**src/rtl/cache_cmd_pkg.sv**
```systemverilog
// Shared types and constants for the cache command sequencer.
// Operation codes mirror the L1 cache model's command decode.
package cache_cmd_pkg;

   localparam logic [3:0] READ_REQ_L1_D    = 4'd0;
   localparam logic [3:0] WRITE_REQ_L1_D   = 4'd1;
   localparam logic [3:0] READ_REQ_L1_I    = 4'd2;
   localparam logic [3:0] SNOOP_INVALIDATE = 4'd3;
   localparam logic [3:0] SNOOP_READ       = 4'd4;
   localparam logic [3:0] SNOOP_WRITE      = 4'd5;
   localparam logic [3:0] SNOOP_RWIM       = 4'd6;
   localparam logic [3:0] CLR_CACHE_RST    = 4'd8;
   localparam logic [3:0] PRINT_CONTENTS   = 4'd9;

   typedef enum logic [1:0] {StIdle, StIssue, StWait, StClear} seq_state_e;

   typedef struct packed {
      logic [3:0]  n;
      logic [31:0] address;
   } cmd_entry_t;

   function automatic logic is_legal_code(input logic [3:0] code);
      return (code <= SNOOP_RWIM) || (code == CLR_CACHE_RST) || (code == PRINT_CONTENTS);
   endfunction

endpackage

```
**src/rtl/cache_cmd_fifo.sv**
```systemverilog
// Command FIFO: DEPTH entries (power of two), occupancy count drives full/empty.
module cache_cmd_fifo
   import cache_cmd_pkg::*;
#(
   parameter int unsigned DEPTH = 8
) (
   input  logic       clk_i,
   input  logic       rstb_i,
   input  logic       push_i,
   input  logic       pop_i,
   input  cmd_entry_t wdata_i,
   output logic       full_o,
   output logic       empty_o,
   output cmd_entry_t head_o
);

   localparam int unsigned PtrW = $clog2(DEPTH);
   localparam int unsigned CntW = $clog2(DEPTH + 1);

   logic [PtrW-1:0] wr_ptr_q, wr_ptr_d, rd_ptr_q, rd_ptr_d;
   logic [CntW-1:0] count_q, count_d;
   cmd_entry_t      mem_q [DEPTH];
   logic            do_push, do_pop;

   assign full_o  = (count_q == CntW'(DEPTH));
   assign empty_o = (count_q == '0);
   assign do_push = push_i & ~full_o;
   assign do_pop  = pop_i & ~empty_o;
   assign head_o  = mem_q[rd_ptr_q];

   always_comb begin
      wr_ptr_d = do_push ? wr_ptr_q + PtrW'(1) : wr_ptr_q;
      rd_ptr_d = do_pop  ? rd_ptr_q + PtrW'(1) : rd_ptr_q;
      count_d  = count_q;
      case ({do_push, do_pop})
         2'b10:   count_d = count_q + CntW'(1);
         2'b01:   count_d = count_q - CntW'(1);
         default: count_d = count_q;
      endcase
   end

   always_ff @(posedge clk_i or negedge rstb_i) begin
      if (!rstb_i) begin
         wr_ptr_q <= '0;
         rd_ptr_q <= '0;
         count_q  <= '0;
      end else begin
         wr_ptr_q <= wr_ptr_d;
         rd_ptr_q <= rd_ptr_d;
         count_q  <= count_d;
      end
   end

   // Storage needs no reset; only occupancy defines validity.
   always_ff @(posedge clk_i) begin
      if (do_push) mem_q[wr_ptr_q] <= wdata_i;
   end

endmodule

```
**src/rtl/cache_cmd_sequencer.sv**
```systemverilog
// Filters trace commands, queues them and issues one at a time to the L1 cache.
// Optional WAIT watchdog enabled by defining CMD_TIMEOUT_EN.
module cache_cmd_sequencer
   import cache_cmd_pkg::*;
#(
   parameter int unsigned DEPTH   = 8,
   parameter int unsigned TIMEOUT = 64
) (
   input  logic        clk_i,
   input  logic        rstb_i,
   input  logic        in_valid_i,
   input  logic [3:0]  in_n_i,
   input  logic [31:0] in_address_i,
   output logic        in_ready_o,
   input  logic        done_i,
   output logic        valid_o,
   output logic [3:0]  n_o,
   output logic [31:0] address_o,
   output logic        busy_o,
   output logic [15:0] issued_cntr_o,
`ifdef CMD_TIMEOUT_EN
   output logic        timeout_err_o,
`endif
   output logic [15:0] drop_cntr_o
);

   seq_state_e  state_q, state_d;
   logic [3:0]  n_q;
   logic [31:0] addr_q;
   logic [15:0] issued_q, drop_q;
   logic        fifo_full, fifo_empty, pop, push, accept, tmo_hit;
   cmd_entry_t  head, wdata;

   assign accept     = in_valid_i & in_ready_o;
   assign push       = accept & is_legal_code(in_n_i);
   assign wdata      = '{n: in_n_i, address: in_address_i};
   assign in_ready_o = ~fifo_full;

   cache_cmd_fifo #(
      .DEPTH (DEPTH)
   ) u_fifo (
      .clk_i   (clk_i),
      .rstb_i  (rstb_i),
      .push_i  (push),
      .pop_i   (pop),
      .wdata_i (wdata),
      .full_o  (fifo_full),
      .empty_o (fifo_empty),
      .head_o  (head)
   );

`ifdef CMD_TIMEOUT_EN
   logic [15:0] tmo_cnt_q;
   logic        tmo_err_q;

   // Counter is zero on WAIT entry since it only runs while in WAIT.
   assign tmo_hit       = (state_q == StWait) & ~done_i & (tmo_cnt_q == 16'(TIMEOUT - 1));
   assign timeout_err_o = tmo_err_q;

   always_ff @(posedge clk_i or negedge rstb_i) begin
      if (!rstb_i) begin
         tmo_cnt_q <= '0;
         tmo_err_q <= 1'b0;
      end else begin
         tmo_cnt_q <= (state_q == StWait) ? tmo_cnt_q + 16'd1 : 16'd0;
         if (tmo_hit) tmo_err_q <= 1'b1;
      end
   end
`else
   assign tmo_hit = 1'b0;
`endif

   always_ff @(posedge clk_i or negedge rstb_i) begin
      if (!rstb_i) state_q <= StIdle;
      else         state_q <= state_d;
   end

   always_comb begin
      state_d = state_q;
      pop     = 1'b0;
      case (state_q)
         StIdle: begin
            if (!fifo_empty) begin
               pop     = 1'b1;
               state_d = (head.n == CLR_CACHE_RST) ? StClear : StIssue;
            end
         end
         StIssue: state_d = StWait;
         StWait: begin
            if (done_i) begin
               if (!fifo_empty) begin
                  pop     = 1'b1;
                  state_d = (head.n == CLR_CACHE_RST) ? StClear : StIssue;
               end else begin
                  state_d = StIdle;
               end
            end else if (tmo_hit) begin
               state_d = StIdle;
            end
         end
         StClear: state_d = StIdle;
         default: state_d = StIdle;
      endcase
   end

   always_comb begin
      valid_o       = (state_q == StIssue) || (state_q == StClear);
      busy_o        = (state_q != StIdle) || !fifo_empty;
      n_o           = n_q;
      address_o     = addr_q;
      issued_cntr_o = issued_q;
      drop_cntr_o   = drop_q;
   end

   always_ff @(posedge clk_i or negedge rstb_i) begin
      if (!rstb_i) begin
         n_q      <= '0;
         addr_q   <= '0;
         issued_q <= '0;
         drop_q   <= '0;
      end else begin
         if (pop) begin
            n_q    <= head.n;
            addr_q <= head.address;
         end
         if (valid_o && issued_q != 16'hFFFF) issued_q <= issued_q + 16'd1;
         if (accept && !is_legal_code(in_n_i) && drop_q != 16'hFFFF) drop_q <= drop_q + 16'd1;
      end
   end

endmodule

```
**config.mk**
```make
export PLATFORM = sky130hd
export DESIGN_NAME = cache_cmd_sequencer
export DESIGN_NICKNAME = d
export VERILOG_FILES = /design/src/rtl/cache_cmd_pkg.sv /design/src/rtl/cache_cmd_fifo.sv /design/src/rtl/cache_cmd_sequencer.sv
export SDC_FILE = /design/constraint.sdc
export NUM_CORES = 1
export LEC_CHECK = 0
export CELL_PAD_IN_SITES_DETAIL_PLACEMENT = 0
export CELL_PAD_IN_SITES_GLOBAL_PLACEMENT = 1
export CORE_UTILIZATION = 32
export CTS_CLUSTER_SIZE = 20
export DETAILED_ROUTE_END_ITERATION = 16
export GPL_TIMING_DRIVEN = 0
export PLACE_DENSITY_LB_ADDON = 0.1
export SYNTH_ARGS = -nofsm -noshare
export SYNTH_HDL_FRONTEND = slang
export SYNTH_HIERARCHICAL = 1
export SYNTH_SLANG_ARGS = --single-unit
```
**constraint.sdc**
```tcl
create_clock -name clk_i -period 13 [get_ports clk_i]
set_input_delay 2.6 -clock clk_i [delete_from_list [all_inputs] [get_ports clk_i]]
set_output_delay 2.6 -clock clk_i [all_outputs]
set_load 0.02 [all_outputs]
```
# Word level (Yosys, flattened, before mapping)
# Memories as Yosys holds them, arrays and structs flattened.
# Index checks and enable logic that the tools add are counted.
# word_totals
word_cells	60
inputBits	40
regBits	80
out_inout_bits	71
n_memories	1
ram_bits	288
# memory_table
name	depth	width	read_ports	rd_clocked_by_memory_dff	write_ports	line_no	rtl
u_fifo.mem_q	8	36	1	0	1	cache_cmd_fifo.sv:22	cmd_entry_t mem_q [DEPTH];
# op_classes
muxes	11
bitwise	6
add_sub_neg	6
magnitude_cmp	1
n_reduce_logical	14
eq_ne	13
# ops
op	count
$add 16x1->16 const B	2
$ne 16x16->1 const B	2
$eq 4x4->1 const B	4
$mux 2	4
$pmux 2 s4	1
$pmux 4 s2	1
$add 3x1->3 const B	2
$eq 2x2->1 const B	3
$add 4x1->4 const B	1
$and 1x1->1	4
$eq 2x1->1 const B	2
$le 4x3->1 const B	1
$logic_not 4->1	1
$logic_or 1x1->1	4
$mux 1	4
$ne 2x2->1 const B	2
$reduce_bool 2->1	2
$sub 4x1->4 const B	1
$logic_and 1x1->1	3
$logic_not 1->1	2
$logic_not 2->1	1
$not 1->1	2
$pmux 1 s2	1
$reduce_and 2->1	1

# Longest topological paths before layout
# Gate-level depths: netlist of run 1.
# logic_depth
depth_word	7
mapped_depth	11
mapped_depth_nobuf	10

# By module
# Netlist of run 1, hierarchy kept.
# modules_own_cells
module	seq_area_each_um2	n_inst	area_per_inst_um2	cells_per_inst
cache_cmd_fifo	8898.5	1	11674.9	483
cache_cmd_sequencer	1751.7	1	3095.5	311

# Worst setup path before layout of run 1
# No wires, ideal clock.
# synth_path
kind	input port to flip-flop
start	in in_n_i[1]
end	mem u_fifo/mem_q[1][0] (netlist bit), enable pin
t_arrival_ps	5854
stages	5
required_ps	12526
path_slack_ps	6672
path_buffers	0
setup_time_ps	474
cell_sequence	o21ai_1 -> nand2_1 -> nor2_1 -> nand3_1 -> nor3_1
# synth_via
elab_chain_cells	7
word_cells_on_any_way	9
classes_between	order compare: 1; eq/ne: 2; mux: 2; bitwise: 2; reduce/logical: 2
# synth_rtl
item	line_no	rtl
from (decl)	cache_cmd_sequencer.sv:12	input logic [3:0] in_n_i,
$le 4x3->1 / $eq 4x4->1 (equally long branches)	cache_cmd_pkg.sv:23	return (code <= SNOOP_RWIM) || (code == CLR_CACHE_RST) || (code == PRINT_CONTENTS);
$logic_or 1x1->1	cache_cmd_pkg.sv:23	
$logic_or 1x1->1 (*)	cache_cmd_pkg.sv:23	
$and 1x1->1 (*)	cache_cmd_sequencer.sv:35	assign push = accept & is_legal_code(in_n_i);
via push	cache_cmd_sequencer.sv:31	logic fifo_full, fifo_empty, pop, push, accept, tmo_hit;
$and 1x1->1 (*)	cache_cmd_fifo.sv:27	assign do_push = push_i & ~full_o;
$mux 1 (*)	cache_cmd_fifo.sv:56	if (do_push) mem_q[wr_ptr_q] <= wdata_i;
$mux 1 (not written as such) (*)	cache_cmd_fifo.sv:56	
to (decl)	cache_cmd_fifo.sv:22	
# Mark *: on every way through the listed nets, which the timed path passes. The rest lies on a longest branch.

# Final worst setup path of run 1
# layout_path
start	in done_i
end	reg u_fifo.count_q[3]
# layout_via
elab_chain_cells	5
word_cells_on_any_way	7
classes_between	eq/ne: 2; mux: 3; bitwise: 1; reduce/logical: 1
# layout_rtl
item	line_no	rtl
from (decl)	cache_cmd_sequencer.sv:15	input logic done_i,
$mux 1 (*)	cache_cmd_sequencer.sv:90	if (done_i) begin
$pmux 1 s2 (*)	cache_cmd_sequencer.sv:81	case (state_q)
via pop	cache_cmd_sequencer.sv:31	
$and 1x1->1 (*)	cache_cmd_fifo.sv:28	assign do_pop = pop_i & ~empty_o;
via u_fifo.do_pop	cache_cmd_fifo.sv:23	logic do_push, do_pop;
$eq 2x1->1 / $eq 2x2->1 (equally long branches)	cache_cmd_fifo.sv:35	case ({do_push, do_pop})
$pmux 4 s2 / $reduce_bool 2->1 (equally long branches)	n/a	
to (signal assigned)	cache_cmd_fifo.sv:50	count_q <= count_d;
to (decl)	cache_cmd_fifo.sv:21	logic [CntW-1:0] count_q, count_d;
# Marks and branches as above.
# A chain may end at the register's enable or synchronous reset.

==> flow_metrics.py, run 1 <==
metrics = {
    "sta": {
        "clock_skew_ns": 0.0101,
        "min_period_over_period": 0.432,
        "fmax_mhz": 178,
        "relSlewSlack": 0.356,
        "final-hold-violation-count": 0,
        "slew_violations": 0,
        "final.min_clock_period_ns": 5.62,
        "setup_viol": 0,
        "tightest_slew_ns": 0.961,
        "grt_setup_unrepaired": "no",
        "fin_tns_setup_ns": 0,
        "whs_ns": 0.461,
    },
    "floorplan": {
        "die-width_um": 217,
        "coreArea_mm2": 0.0455,
        "die-area_mm2": 0.0470,
        "die_h_um": 217,
        "rows": 78,
        "initial_utilization": 0.325,
        "ios": 111,
    },
    "setup_path": {
        "required_ns": 13.42,
        "cpMostUsedCell": "ha_1",
        "crit-reg2reg-launch": "u_fifo/count_q[0]$_DFFE_PN0P_",
        "crit_cells": 12,
        "critPathKind": "input port to flop",
        "r2r_cells": 11,
        "reg2reg_to": "u_fifo/count_q[3]$_DFFE_PN0P_",
        "cpMaxStageDelayCell": "or4b_2",
        "path_delay_family": "buffers and inverters",
        "crit_buf_inv": 4,
        "critical_path_arrival_ns": 6.04,
        "worstPathMaxFanout": 10,
        "cp-end-kind": "flop",
        "max_stage_delay_ns": 0.64,
        "r2r_slack_ns": 9.33,
        "startpoint_type": "input port",
        "crit_chain": "clkdlybuf4s50_1 -> nor2b_1 -> or3_1 -> inv_2 -> buf_2 -> o41ai_1 -> inv_1 -> ha_1 -> ha_1 -> or4b_2 -> o311ai_0 -> o211ai_1",
    },
    "route": {
        "vias": 7629,
        "via_per_inst": 4.77,
        "highest_layer": "met4",
        "dr.pass1.iters": 4,
        "dr_wl_met3_um": 1410,
        "wl_met1_um": 15800,
        "wl_met2_um": 16200,
        "drt_iter0_drc": 422,
        "wl_per_cell_um": 21.3,
        "drc": 0,
        "ant_nets": 0,
        "routed_wl_um": 34000,
    },
    "place": {
        "gp_congestion": 0.687,
        "io_buffers": 110,
        "placedCellCount": 1521,
        "hpwl_um": 21000,
        "place_area_mm2": 0.0170,
    },
    "clock_tree": {
        "numClockSinks": 368,
        "cts_inserted_buffers": 42,
        "htreeDepth": 2,
        "clk_latency_ns": 0.55,
        "cts-root-buf": "clkbuf_16",
        "cts_resized": 0,
        "cts_tree": "done",
        "hold_buffers": 0,
        "path_clk_slew_ns": 0.06,
        "clockBufferDepth": 3,
        "post_cts_buffers": 0,
    },
    "layout": {
        "layout_common_cells": "edfxtp_1, nand2_1, clkdlybuf4s50_1",
        "fin_cells": 1598,
        "synthToLayoutAreaGrowth_pct": 24.4,
        "num-nets-final": 1013,
        "drive_gt1_frac": 0.177,
        "layout_commonest_cell": "edfxtp_1",
        "design_area_mm2": 0.0184,
    },
    "logic_synthesis": {
        "async_flop_share": 0.217,
        "syn-num-nets": 842,
        "synth_ff_type": "edfxtp_1",
        "synth_area_mm2": 0.0148,
        "syn_inst": 794,
        "synth_enable_flop_cells": 288,
        "ys_warn_count": 6,
        "synth_area_leader_cell": "edfxtp_1",
        "synthTopCellsByArea": "edfxtp_1, dfrtp_1, mux4_1",
        "ys_types": 57,
        "synth_seq_area_share": 0.721,
        "synth_top_cell_area_share": 0.586,
        "avgSynthCellArea_um2": 18.6,
        "ys_ff_latch": 368,
    },
    "power_and_ir_drop": {
        "finalPower_uw": 4000,
        "powerDensity_mw_per_mm2": 218,
        "vdd_drop_max_uv": 90.3,
        "power.leakage_uw": 0.00655,
    },
    "global_routing": {
        "grt_pass1_wl_um": 50800,
        "grt_usage": 0.148,
        "grt_max_degree": 60,
        "grt-ovfl-total": 0,
        "antenna_found_initial": 1,
        "grt_pass1_vias": 7876,
    },
    "min_path": {
        "whs_endpoint": "state_q[1]$_DFFE_PN0P_",
        "min-delay-start": "state_q[1]$_DFFE_PN0P_",
        "hp-class": "flop to flop",
        "holdPathStages": 1,
    },
    "status": {
        "outcome": "completed",
    },
    "job": {
        "max-cap-violations": 0,
    },
}
layer usage:
metal | GRT usage | vias up
met5 | 0 | -
met2 | 0.239 | 123
met3 | 0.0302 | 37
met1 | 0.202 | 3980
li1 | - | 3489
met4 | 0.0427 | 0
flip-flops by register name, summed over array words and instances, names as in the netlist:
signal           count
address_o           32
u_fifo/wr_ptr_q      3
u_fifo/mem_q       288
drop_cntr_o         16
n_o                  4
u_fifo/rd_ptr_q      3
state_q              2
issued_cntr_o       16
u_fifo/count_q       4
power by group:
group	internal [uW]	switching, uW	total (uW)
logic	590	689	1280
registers	1450	88.7	1540
clock network	722	461	1180
total	2760	1240	4000
area by class of cell:
class / instances / area, um^2
inverters: 13 / 48.8
diodes: 1 / 2.50
plain buffers: 33 / 205
fillers: 4163 / 27100
repair buffers: 127 / 1400
flip-flops and latches: 368 / 10700
well taps: 600 / 751
clock buffers: 55 / 1190
multi-input cells: 380 / 3920
clock inverters: 21 / 203
per-stage QoR:
step,setup slack [ns],util
2_1_floorplan,6.67,-
3_3_place_gp,2.33,0.365
3_5_place_dp,6.71,0.373
4_1_cts,7.31,0.404
5_1_grt,7.23,0.404
6_report,7.38,0.404
Yosys cell counts, drive strengths merged, types with 3 or more instances:
| master | count |
|---|---|
| nand2b | 3 |
| clkbuf | 9 |
| nand2 | 124 |
| edfxtp | 288 |
| o2111ai | 3 |
| inv | 13 |
| a211oi | 3 |
| xor2 | 12 |
| dfrtp | 80 |
| ha | 7 |
| xnor2 | 22 |
| nor2 | 12 |
| o211ai | 6 |
| nand4 | 9 |
| and3 | 5 |
| a21oi | 7 |
| mux4 | 72 |
| nor3 | 5 |
| o21ai | 3 |
| a2111oi | 4 |
| nor4 | 4 |
| mux2 | 41 |
| nand3 | 13 |
| buf | 24 |
| nor3b | 3 |
worst max-delay path by stage:
stage               slack (ns)                            end       from
global placement          2.33  u_fifo/mem_q[1][19]$_DFFE_PP_  in_n_i[2]
global route              7.23  u_fifo/count_q[3]$_DFFE_PN0P_     done_i
detailed placement        6.71  u_fifo/count_q[3]$_DFFE_PN0P_     done_i
CTS                       7.31  u_fifo/count_q[3]$_DFFE_PN0P_     done_i
finish                    7.38  u_fifo/count_q[3]$_DFFE_PN0P_     done_i
floorplan                 6.67   u_fifo/mem_q[1][0]$_DFFE_PP_  in_n_i[1]
kinds of logic after synthesis:
family / Yosys count / share of synthesized area
AO/OA/AOI/OAI: 33 / 0.0185
XOR/XNOR: 34 / 0.0202
adder cells (fa/ha/maj): 8 / 0.00728
buffers and inverters: 46 / 0.0172
multiplexers: 114 / 0.156
flip-flops: 368 / 0.721
AND/OR/NAND/NOR: 191 / 0.0596
(Power assumes the default switching activity.)
==> run 2, diff against run 1 <==
- clock period: 13 -> 5.3 ns (I/O delays scaled with it)
==> results of run 2 <==
The final DEF is identical to that of run 1. Status: completed.
Main changes from that run: setup slack after placement 6.71 ns -> 0.549 ns; setup slack after layout 7.38 ns -> 1.22 ns; hold slack 0.461 ns -> 0.431 ns; register-to-register setup slack 9.33 ns -> 1.63 ns; total power 4000 uW -> 9820 uW; worst IR drop on VDD 90.3 uV -> 221 uV
